**config.mk**
```make
export PLATFORM = sky130hd
export DESIGN_NAME = uart_tx
export DESIGN_NICKNAME = d
export VERILOG_FILES = /design/src/rtl/uart_pkg.sv /design/src/rtl/uart_baud_tick.sv /design/src/rtl/uart_tx.sv
export SDC_FILE = /design/constraint.sdc
export NUM_CORES = 1
export LEC_CHECK = 0
export BUFFER_PORTS_ARGS = -buffer_cell sky130_fd_sc_hd__buf_2
export CAP_MARGIN = 25
export CORE_UTILIZATION = 55
export DETAILED_ROUTE_END_ITERATION = 6
export GPL_TIMING_DRIVEN = 0
export PLACE_DENSITY = 0.78
export SYNTH_ARGS = -nofsm -noshare
export SYNTH_HDL_FRONTEND = slang
export SYNTH_SLANG_ARGS = --single-unit
```
**constraint.sdc**
```tcl
create_clock -name clk -period 3.2 [get_ports clk]
set_input_delay 0.32 -clock clk [delete_from_list [all_inputs] [get_ports clk]]
set_output_delay 0.32 -clock clk [all_outputs]
set_load 0.005 [all_outputs]
```
**src/rtl/uart_pkg.sv**
```systemverilog
// Shared types and constants for the UART transmitter.
// Also provides the helper that sizes the baud counter.
package uart_pkg;

    typedef enum logic [2:0] {
        IDLE,
        START,
        DATA,
        STOP,
        PARITY
    } uart_state_e;

    localparam int DEF_CLK_FREQ_HZ = 50_000_000;
    localparam int DEF_BAUD_RATE   = 115_200;
    localparam int DATA_BITS       = 8;

    // Width needed to hold the values 0..clks_per_bit-1.
    function automatic int cnt_width(input int clks_per_bit);
        return (clks_per_bit <= 2) ? 1 : $clog2(clks_per_bit);
    endfunction

endpackage

```
**src/rtl/uart_baud_tick.sv**
```systemverilog
// Bit-period counter: emits a one-cycle tick on the last cycle of every bit period.
// Cleared at frame start so the first bit period is exactly CLKS_PER_BIT cycles long.
module uart_baud_tick
    import uart_pkg::*;
#(
    parameter int CLKS_PER_BIT = 434
) (
    input  logic clk,
    input  logic rst_n,
    input  logic clear,
    input  logic en,
    output logic tick
);

    localparam int                CNT_W    = cnt_width(CLKS_PER_BIT);
    localparam logic [CNT_W-1:0]  CNT_LAST = CNT_W'(CLKS_PER_BIT - 1);

    logic [CNT_W-1:0] cnt_q;
    logic [CNT_W-1:0] cnt_d;

    assign tick = en && (cnt_q == CNT_LAST);

    always_comb begin
        cnt_d = cnt_q;
        if (clear) begin
            cnt_d = '0;
        end else if (en) begin
            cnt_d = tick ? '0 : cnt_q + CNT_W'(1);
        end
    end

    always_ff @(posedge clk or negedge rst_n) begin
        if (!rst_n) begin
            cnt_q <= '0;
        end else begin
            cnt_q <= cnt_d;
        end
    end

endmodule

```
**src/rtl/uart_tx.sv**
```systemverilog
// UART transmitter, 8N1, LSB first, idle-high line, registered outputs.
// Define UART_TX_PARITY_EN to insert an even-parity bit before the stop bit.
module uart_tx
    import uart_pkg::*;
#(
    parameter int CLK_FREQ_HZ  = DEF_CLK_FREQ_HZ,
    parameter int BAUD_RATE    = DEF_BAUD_RATE,
    parameter int CLKS_PER_BIT = CLK_FREQ_HZ / BAUD_RATE
) (
    input  logic       clk,
    input  logic       reset,
    input  logic       TX_start,
    input  logic [7:0] TX_data,
    output logic       TX,
    output logic       q_busy
);

    localparam logic [2:0] LAST_BIT = 3'(DATA_BITS - 1);

    uart_state_e          state_q, state_d;
    logic [2:0]           bit_idx_q, bit_idx_d;
    logic [DATA_BITS-1:0] shift_q, shift_d;
    logic                 tx_q, tx_d;
    logic                 busy_q, busy_d;
    logic                 baud_clear;
    logic                 baud_tick;
    logic [2:0]           bit_nxt;

    assign bit_nxt = bit_idx_q + 3'd1;

    uart_baud_tick #(
        .CLKS_PER_BIT(CLKS_PER_BIT)
    ) u_baud (
        .clk  (clk),
        .rst_n(reset),
        .clear(baud_clear),
        .en   (state_q != IDLE),
        .tick (baud_tick)
    );

    // Line and busy are computed one state ahead so both come straight from flops.
    always_comb begin
        state_d    = state_q;
        bit_idx_d  = bit_idx_q;
        shift_d    = shift_q;
        tx_d       = tx_q;
        busy_d     = busy_q;
        baud_clear = 1'b0;
        case (state_q)
            IDLE: begin
                tx_d   = 1'b1;
                busy_d = 1'b0;
                if (TX_start) begin
                    shift_d    = TX_data;
                    baud_clear = 1'b1;
                    state_d    = START;
                    tx_d       = 1'b0;
                    busy_d     = 1'b1;
                end
            end
            START: begin
                if (baud_tick) begin
                    state_d   = DATA;
                    bit_idx_d = 3'd0;
                    tx_d      = shift_q[0];
                end
            end
            DATA: begin
                if (baud_tick) begin
                    if (bit_idx_q == LAST_BIT) begin
`ifdef UART_TX_PARITY_EN
                        state_d = PARITY;
                        tx_d    = ^shift_q;
`else
                        state_d = STOP;
                        tx_d    = 1'b1;
`endif
                    end else begin
                        bit_idx_d = bit_nxt;
                        tx_d      = shift_q[bit_nxt];
                    end
                end
            end
`ifdef UART_TX_PARITY_EN
            PARITY: begin
                if (baud_tick) begin
                    state_d = STOP;
                    tx_d    = 1'b1;
                end
            end
`endif
            STOP: begin
                if (baud_tick) begin
                    state_d = IDLE;
                    tx_d    = 1'b1;
                    busy_d  = 1'b0;
                end
            end
            default: begin
                state_d = IDLE;
                tx_d    = 1'b1;
                busy_d  = 1'b0;
            end
        endcase
    end

    always_ff @(posedge clk or negedge reset) begin
        if (!reset) begin
            state_q   <= IDLE;
            bit_idx_q <= 3'd0;
            shift_q   <= '0;
            tx_q      <= 1'b1;
            busy_q    <= 1'b0;
        end else begin
            state_q   <= state_d;
            bit_idx_q <= bit_idx_d;
            shift_q   <= shift_d;
            tx_q      <= tx_d;
            busy_q    <= busy_d;
        end
    end

    assign TX     = tx_q;
    assign q_busy = busy_q;

endmodule

```
After elaboration in Yosys (flattened, before gate mapping). Index checks and enable logic that the tools add are counted.

Register bits: 25. Input port bits: 11. Output and inout port bits: 2. Word-level logic and storage cells: 56.

Add/subtract/negate cells: 2. Magnitude comparators: 1. Equality and inequality tests: 11. Mux-type cells: 24. Bitwise gates (word level): 1. Reduce and logical (&&, ||, !) cells: 11.

Operators with widths (number): 9-bit 2-to-1 mux (3); 3-bit 2-to-1 mux (7); 3-bit case mux with 4 select lines (1); 9-bit by 1-bit adder with 9-bit output, second input constant (1); 9-bit equality test, second input constant (1); 1-bit 2-to-1 mux (9); 3-bit by 2-bit equality test with 1-bit output, second input constant (2); 2-bit by 1-bit inequality test with 1-bit output, second input constant (3); 2-bit inequality test, second input constant (3); 3-bit case mux with 2 select lines (1); 5-bit AND reduction (1); 3-bit by 4-bit < comparator with 1-bit output, second input constant (1); 1-bit case mux with 4 select lines (1); 2-bit AND reduction (2); 4-bit AND reduction (1); 2-bit nonzero test (2); 3-bit by 1-bit adder with 3-bit output, second input constant (1); 1-bit binary-select mux with 3-bit select (1); 3-bit by 1-bit equality test with 1-bit output, second input constant (1); 3-bit equality test, second input constant (1); 3-bit zero test (1); 1-bit case mux with 3 select lines (1); 3-bit AND reduction (1); 3-bit nonzero test (1); 3 further kinds (3).

Logic depth before layout (Yosys ltp). Gate-level depths: netlist of the first run.

Depth after elaboration: 6. Gate-level depth with buffers: 6. Depth with buffers taken out: 6.

Modules after synthesis. From an unflattened synthesis of the first run, not the netlist that was laid out.

Cell total of the unflattened synthesis: 122. Area total of the unflattened synthesis: 1347.5 µm².

By module, submodules not included: uart_tx (times used 1, cells each 66, area each 812.0 µm², sequential area each 376.6 µm²); uart_baud_tick (times used 1, cells each 56, area each 535.5 µm², sequential area each 225.2 µm²).

Worst setup path after synthesis of the first run. Ideal clock, no wire load.

Kind: flip-flop to flip-flop. Start: reg u_baud.cnt_q[6]. End: reg state_q[1]. Library setup time: 0.125 ns. Arrival time: 1.909 ns. Data required time: 3.075 ns. Slack: 1.166 ns. Stages on the path, launching flop included: 5. Path buffers: 0. Clock period less this slack: 2.034 ns. Cell sequence: dfrtp_1 or4b_4 or3_4 a221oi_4 mux2_4.

Cells in the longest elaborated chain, start to end: 4.

Ends and longest elaborated chain: start, declared (line uart_baud_tick.sv:18) `logic [CNT_W-1:0] cnt_q;`; start signal, assigned (line uart_baud_tick.sv:36) `cnt_q <= cnt_d;`; 9-bit equality test (*) (line uart_baud_tick.sv:21) `assign tick = en && (cnt_q == CNT_LAST);`; 1-bit logical AND (*) (line uart_baud_tick.sv:21); 2-bit by 1-bit inequality test with 1-bit output (no source line); 5-bit AND reduction (no source line) (*); end signal, assigned (line uart_tx.sv:115) `state_q <= state_d;`; end, declared (line uart_tx.sv:20) `uart_state_e state_q, state_d;`.

Every way passes the cells marked *; elsewhere a longest branch is shown, timed or not. A chain may end at the register's enable or synchronous reset.

Worst setup path in the final report of the first run.
Start: reg u_baud.cnt_q[3]. End: reg state_q[1].

The elaborated chain is that of the path after synthesis.

==> summary.txt, run 1 <==
critical path data arrival time -> 2360 ps
CP Launch Type -> flop
Iteration-0 DRC Markers -> 14
vias in the first global route -> 896
IO Pins -> 13
RSZ-0062 raised after global routing -> false
cell chosen for the clock root -> clkbuf_4
relative slew slack -> 65.30%
worst-path maximum fanout -> 6
Seq/Total Area, Yosys -> 45.33%
total negative slack -> 0 ps
# setup viols final -> 0
Synth async-reset ratio -> 100.0%
# fillers -> 180
Post-Place Cells -> 154
Fmax achieved -> 0.4662 GHz
overall routed net length -> 2435 um
synthesis warning total -> 0
Clk Latency, worst-skew pair -> 320 ps
# DRC -> 0
nets -> 152
H-tree depth -> 1
clk sinks -> 24
DR WL/cell -> 15.31 um
worst-margin pin slew -> 520.5 ps
Die Span X -> 51.13 um
ant diodes -> 0
Syn Nets -> 134
final core occ -> 65.77%
VDD IR max -> 272.6 uV
critical path class -> flop to flop
synth-to-layout area growth -> 10.65%
MaxCap Viol Count -> 0
Hold Vio Cnt, Final -> 0
core area -> 2233 sq um
Hold Path Depth -> 2
share of cells above drive strength 1 -> 29.77%
period utilization -> 67.03%
pin count of the biggest net entering global routing -> 25
Worst path depth -> 4
Crit. End Element -> flop
number of buffers added on ports -> 12
routed vias/inst -> 5.811
worst min-delay path class -> input port to flop
CP max stage cell -> or4b_4
DR vias -> 924
Starting Density -> 59.44%
Post-synth EDFFs -> 0
global placer's final weighted congestion -> 0.8266
initial antenna violation count -> 0
Worst Path Buf+Inv -> 0
DRT Pass-1 Iters -> 4
post-cts resize count -> 0
CTS tree -> yes
Post-Syn Area per Cell -> 11.64 sq um
chip height -> 51.13 um
pwr dens -> 325.0 nW/um^2
mapped cell area -> 1328 sq um
critical-path cell list -> or4b_4 > or3_4 > a221oi_4 > mux2_4
status -> completed
Post-CTS Setup Repair Bufs -> 0
critical path's top delay family -> simple AND/OR/NAND/NOR gates
largest stage delay on the critical path -> 580 ps
hold_ws -> 221.1 ps
total grt overflow -> 0
GRT Overall Usage -> 21.89%
row count -> 17
final slew viol count -> 0
ANT nets after route -> 0
WP data required -> 3420 ps
leakage power -> 0.6721 nW
hpwl dp -> 1842 um
Register-to-Register Path Depth -> 4
total CTS buffers -> 3
fin cells -> 159
first-pass GRT wire length -> 4133 um
Unique masters post-synth -> 39
multi-input logic area -> 691.9 sq um
register bit total from synthesis -> 24
worst clock skew -> 1.170 ps
cells after synthesis -> 114
die area -> 2614 sq um
crit path time final -> 2145 ps
total area of sequential cells -> 601.8 sq um
Synth Flop Type -> dfrtp_1
Max Root-Sink Buffers -> 2
clk slew on worst S/H paths -> 130 ps
-- cell type report --
type,instances,share of cell area [%]
timing repair buffer,13,4.770
multi-input combinational,81,47.10
buffer,1,0.2555
inverter,8,2.044
tap,28,2.385
clock buffer,4,2.470
sequential,24,40.97
-- power breakdown --
part	switching [mW]	internal (mW)	leakage [nW]	total [mW]
registers	0	0.303	0.296	0.303
clock network	0.0914	0.0696	0.0210	0.161
logic	0.00759	0.00543	0.355	0.0130
total	0.0990	0.378	0.672	0.477
-- sequential cells by signal (all words and copies together) (netlist names) --
signal / flops
TX: 1
bit_idx_q: 3
state_q: 2
shift_q: 8
u_baud.cnt_q: 9
q_busy: 1
-- cell usage after synthesis (3+ instances only) --
library cell	n	area share [%]
a22o_1	7	4.6
nor2_1	3	0.85
inv_1	8	2.3
nand2_1	5	1.4
o21ai_0	8	3.0
mux2_2	10	8.5
ha_1	9	8.5
dfrtp_1	23	43
a21oi_1	4	1.5
-- kinds of logic (layout without fill, tap and decap cells) --
| logic type | Yosys count | after routing | synth area share (%) |
|---|---|---|---|
| AND/OR/NAND/NOR | 27 | 27 | 12.25 |
| AO/OA/AOI/OAI | 30 | 30 | 16.97 |
| adder cells (fa/ha/maj) | 9 | 9 | 8.483 |
| buffers and inverters | 9 | 26 | 2.545 |
| multiplexers | 14 | 14 | 13.76 |
| XOR/XNOR | 1 | 1 | 0.6599 |
| flip-flops | 24 | 24 | 45.33 |
-- what timing repair did --
action / CTS / global route
hold buffers: 1 / 0
setup endpoints to repair: 0 / 0
endpoints found under the hold margin: 23 / 0
-- routing by layer --
layer	global-route usage [%]	vias to the layer above	share of wire (%)
met5	0	-	0
met4	9.722	0	1.4
met2	33.55	26	45
met3	3.274	4	3.9
li1	-	463	-
met1	30.71	431	49
-- worst paths after layout --
check / start / end / slack (ps)
worst max register to register: u_baud.cnt_q[3]$_DFFE_PN0P_ / state_q[1]$_DFFE_PN0P_ / 1060
worst max-delay path: u_baud.cnt_q[3]$_DFFE_PN0P_ / state_q[1]$_DFFE_PN0P_ / 1060
min in group asynchronous: reset / u_baud.cnt_q[5]$_DFFE_PN0P_ / 490
max in group asynchronous: reset / TX$_DFFE_PN1P_ / 2350
worst min-delay path: TX_data[7] / shift_q[7]$_DFFE_PN0P_ / 220
worst min register to register: TX$_DFFE_PN1P_ / TX$_DFFE_PN1P_ / 510
-- through the flow --
| stage | power [mW] | setup WS, ps | cell area (sq um) |
|---|---|---|---|
| after global routing | 0.4952 | 984.9 | 1469 |
| after global placement | 0.3211 | 1098 | 1423 |
| after detailed placement | 0.3218 | 1081 | 1423 |
| final | 0.4773 | 1055 | 1469 |
| after CTS | 0.4817 | 1063 | 1469 |
| after floorplan | 0.3096 | 1166 | 1328 |
-- layout by cell type, fill, tap and decap left out, types with 3 or more instances in the layout --
cell and count:
o21ai_0 8, nor2_1 3, inv_1 8, ha_1 9, a22o_1 7, nand2_1 5, a21oi_1 4, clkbuf_4 3
buf_2 12, mux2_2 10, dfrtp_1 23
No activity file was read; power rests on OpenSTA's default activity.
==> inputs of run 2 (changes only) <==
--- a/config.mk
+++ b/config.mk
@@ -7,10 +7,10 @@
 export LEC_CHECK = 0
 export BUFFER_PORTS_ARGS = -buffer_cell sky130_fd_sc_hd__buf_2
 export CAP_MARGIN = 25
-export CORE_UTILIZATION = 55
+export CORE_UTILIZATION = 52
 export DETAILED_ROUTE_END_ITERATION = 6
 export GPL_TIMING_DRIVEN = 0
-export PLACE_DENSITY = 0.78
+export PLACE_DENSITY = 0.77
 export SYNTH_ARGS = -nofsm -noshare
 export SYNTH_HDL_FRONTEND = slang
 export SYNTH_SLANG_ARGS = --single-unit
==> constraint.sdc (replaced) <==
create_clock -name clk -period 1.9 [get_ports clk]
set_input_delay 0.19 -clock clk [delete_from_list [all_inputs] [get_ports clk]]
set_output_delay 0.19 -clock clk [all_outputs]
set_load 0.005 [all_outputs]
==> run 2 against run 1 <==
Effect of this change:
- the run now ends with setup timing left
- non-clock buffer count rose by 8
- critical path depth did not move
- utilization rose by 2.6 points
- final cell count rose by 5.0%
- global-route usage barely moved
- clock skew rose by 13 ps
- combinational power rose by 66%
- hold slack got worse by 130 ps
- worst setup slack got worse by 1200 ps
- flip-flop and latch count did not move
- sequential share of layout area fell by 2.9 points
- largest cell class unchanged
- highest routed layer unchanged
==> summary.txt, run 2 (synthesis results as in run 1) <==
status -> finished, violations left
violated checks -> setup timing
overall routed net length -> 2579 um (+5.9%)
GR peak layer -> met2
largest stage delay on the critical path -> 540 ps (-40 ps)
met1 Usage GRT -> 30.77% (+0.061 points)
GRT Overall Usage -> 21.89% (about the same)
final core occ -> 68.32% (+2.6 points)
multi-input logic area -> 754.5 sq um (+9.0%)
ant diodes -> 0 (unchanged)
worst setup margin -> -160.5 ps (-1216 ps)
FF-to-FF Start -> u_baud.cnt_q[6]$_DFFE_PN0P_
crit path time final -> 2060 ps (-84.50 ps)
hold_ws -> 92.40 ps (-128.7 ps)
most common cell after layout, fill and taps aside -> dfrtp_1
critical-path cell list -> or4b_4 > or3_4 > a221oi_4 > mux2_4
M3 GR Usage -> 3.768% (+0.49 points)
final slew viol count -> 0 (unchanged)
total area of sequential cells -> 603.1 sq um (+0.21%)
H-tree depth -> 1 (unchanged)
CP Launch Type -> flop
clk sinks -> 24 (unchanged)
first-pass GRT wire length -> 4347 um (+5.2%)
nets -> 160 (+5.3%)
worst-margin pin slew -> 528.2 ps (+7.682 ps)
worst-path maximum fanout -> 2 (-4)
period utilization -> 108.4% (+41 points)
DR WL/cell -> 15.44 um (+0.84%)
most frequent cells in the layout -> dfrtp_1 (22), buf_2 (12), mux2_2 (10), inv_1 (8), buf_4 (8)
pwr dens -> 487.3 nW/um^2 (+50%)
Max Root-Sink Buffers -> 2 (unchanged)
Worst Path Buf+Inv -> 0 (unchanged)
MaxCap Viol Count -> 0 (unchanged)
critical path's top delay family -> simple AND/OR/NAND/NOR gates
chip height -> 52.53 um (+2.7%)
RSZ-0062 raised after global routing -> true
IO Pins -> 13 (unchanged)
Placed Area -> 1423 sq um (unchanged)
# fillers -> 165 (-8.3%)
Regs by FF count -> u_baud.cnt_q (9), shift_q (8), bit_idx_q (3)
routed vias/inst -> 5.898 (+1.5%)
vias in the first global route -> 969 (+8.1%)
leakage power -> 0.7115 nW (+5.9%)
total grt overflow -> 0 (unchanged)
DRT Pass-1 Iters -> 4 (unchanged)
total negative slack -> -477.2 ps (-477.2 ps)
worst slack, placed -> -230.5 ps (-1312 ps)
Die Span X -> 52.53 um (+2.7%)
Post-Place Cells -> 154 (unchanged)
total CTS buffers -> 3 (unchanged)
Largest Register -> u_baud.cnt_q
ANT nets after route -> 0 (unchanged)
core area -> 2318 sq um (+3.8%)
die area -> 2759 sq um (+5.5%)
number of buffers added on ports -> 12 (unchanged)
Fmax achieved -> 0.4853 GHz (+4.1%)
CP max stage cell -> or4b_4
row count -> 17 (unchanged)
global placer's final weighted congestion -> 0.7893 (-4.5%)
cell chosen for the clock root -> clkbuf_4
synth-to-layout area growth -> 19.32%
critical path data arrival time -> 2270 ps (-90 ps)
Iteration-0 DRC Markers -> 15 (+1)
DR vias -> 985 (+6.6%)
worst min-delay path class -> input port to flop
# setup viols final -> 5 (+5)
VDD IR max -> 429.7 uV (+58%)
share of cells above drive strength 1 -> 40.29% (+11 points)
initial antenna violation count -> 0 (unchanged)
Clk Latency, worst-skew pair -> 320 ps (about the same)
critical path class -> flop to flop
# DRC -> 0 (unchanged)
fin cells -> 167 (+5.0%)
final cell area excluding filler cells -> 1584 sq um (+7.8%)
relative slew slack -> 64.79% (-0.51 points)
Hold Path Origin -> TX_data[1]
hpwl dp -> 1773 um (-3.7%)
Total Power -> 771.9 uW (+62%)
max FFs per register -> 9 (unchanged)
Worst Setup SP -> u_baud.cnt_q[6]$_DFFE_PN0P_
Starting Density -> 57.26% (-2.2 points)
r2r setup slk -> -160 ps (-1220 ps)
clk slew on worst S/H paths -> 140 ps (about the same)
M2 GR Usage -> 34.60% (+1.0 points)
WP data required -> 2110 ps (-1310 ps)
worst clock skew -> 13.94 ps (+12.77 ps)
Crit. End Element -> flop
CTS tree -> yes
pin count of the biggest net entering global routing -> 25 (unchanged)
Hold Vio Cnt, Final -> 0 (unchanged)
[run 2: changes by cell type in the layout (fill, tap and decap cells not counted), sizes merged]
cell | previous run | this run
buf | 12 | 20
[run 2: routing by layer]
layer	up-vias	share of wire [%]	routed length (um)
li1	476	-	-
met1	477	47	1225
met2	28	47	1224
met3	4	4.1	105
met4	0	0.89	23
met5	-	0	0
[run 2: power by group]
part | switching (mW) | internal (mW)
registers | 0 | 0.511
logic | 0.0125 | 0.00910
clock network | 0.157 | 0.0822
total | 0.170 | 0.602
[run 2: timing repair]
action	in CTS	in global routing
pin swaps	4	4
gates resized for setup	6	9
buffers inserted	7	1
endpoints found under the setup margin	8	17
hold buffers	1	0
hold endpoints to repair	23	0
[run 2: layout make-up]
class	count	share of cell area (%)
Clock buffer	4	1.659
Inverter	8	1.896
Sequential cell	24	38.07
Multi-Input combinational cell	81	47.63
Timing Repair Buffer	21	8.215
Tap cell	28	2.212
Buffer	1	0.3160
[run 2: path summary, 6_finish.rpt]
kind                                                    end  cells after the start
max in group asynchronous          bit_idx_q[0]$_DFFE_PN0P_                      2
worst min-delay path                 shift_q[1]$_DFFE_PN0P_                      2
worst max register to register       state_q[1]$_DFFE_PN0P_                      4
worst max-delay path                 state_q[1]$_DFFE_PN0P_                      4
min in group asynchronous       u_baud.cnt_q[4]$_DFFE_PN0P_                      2
worst min register to register               TX$_DFFE_PN1P_                      2
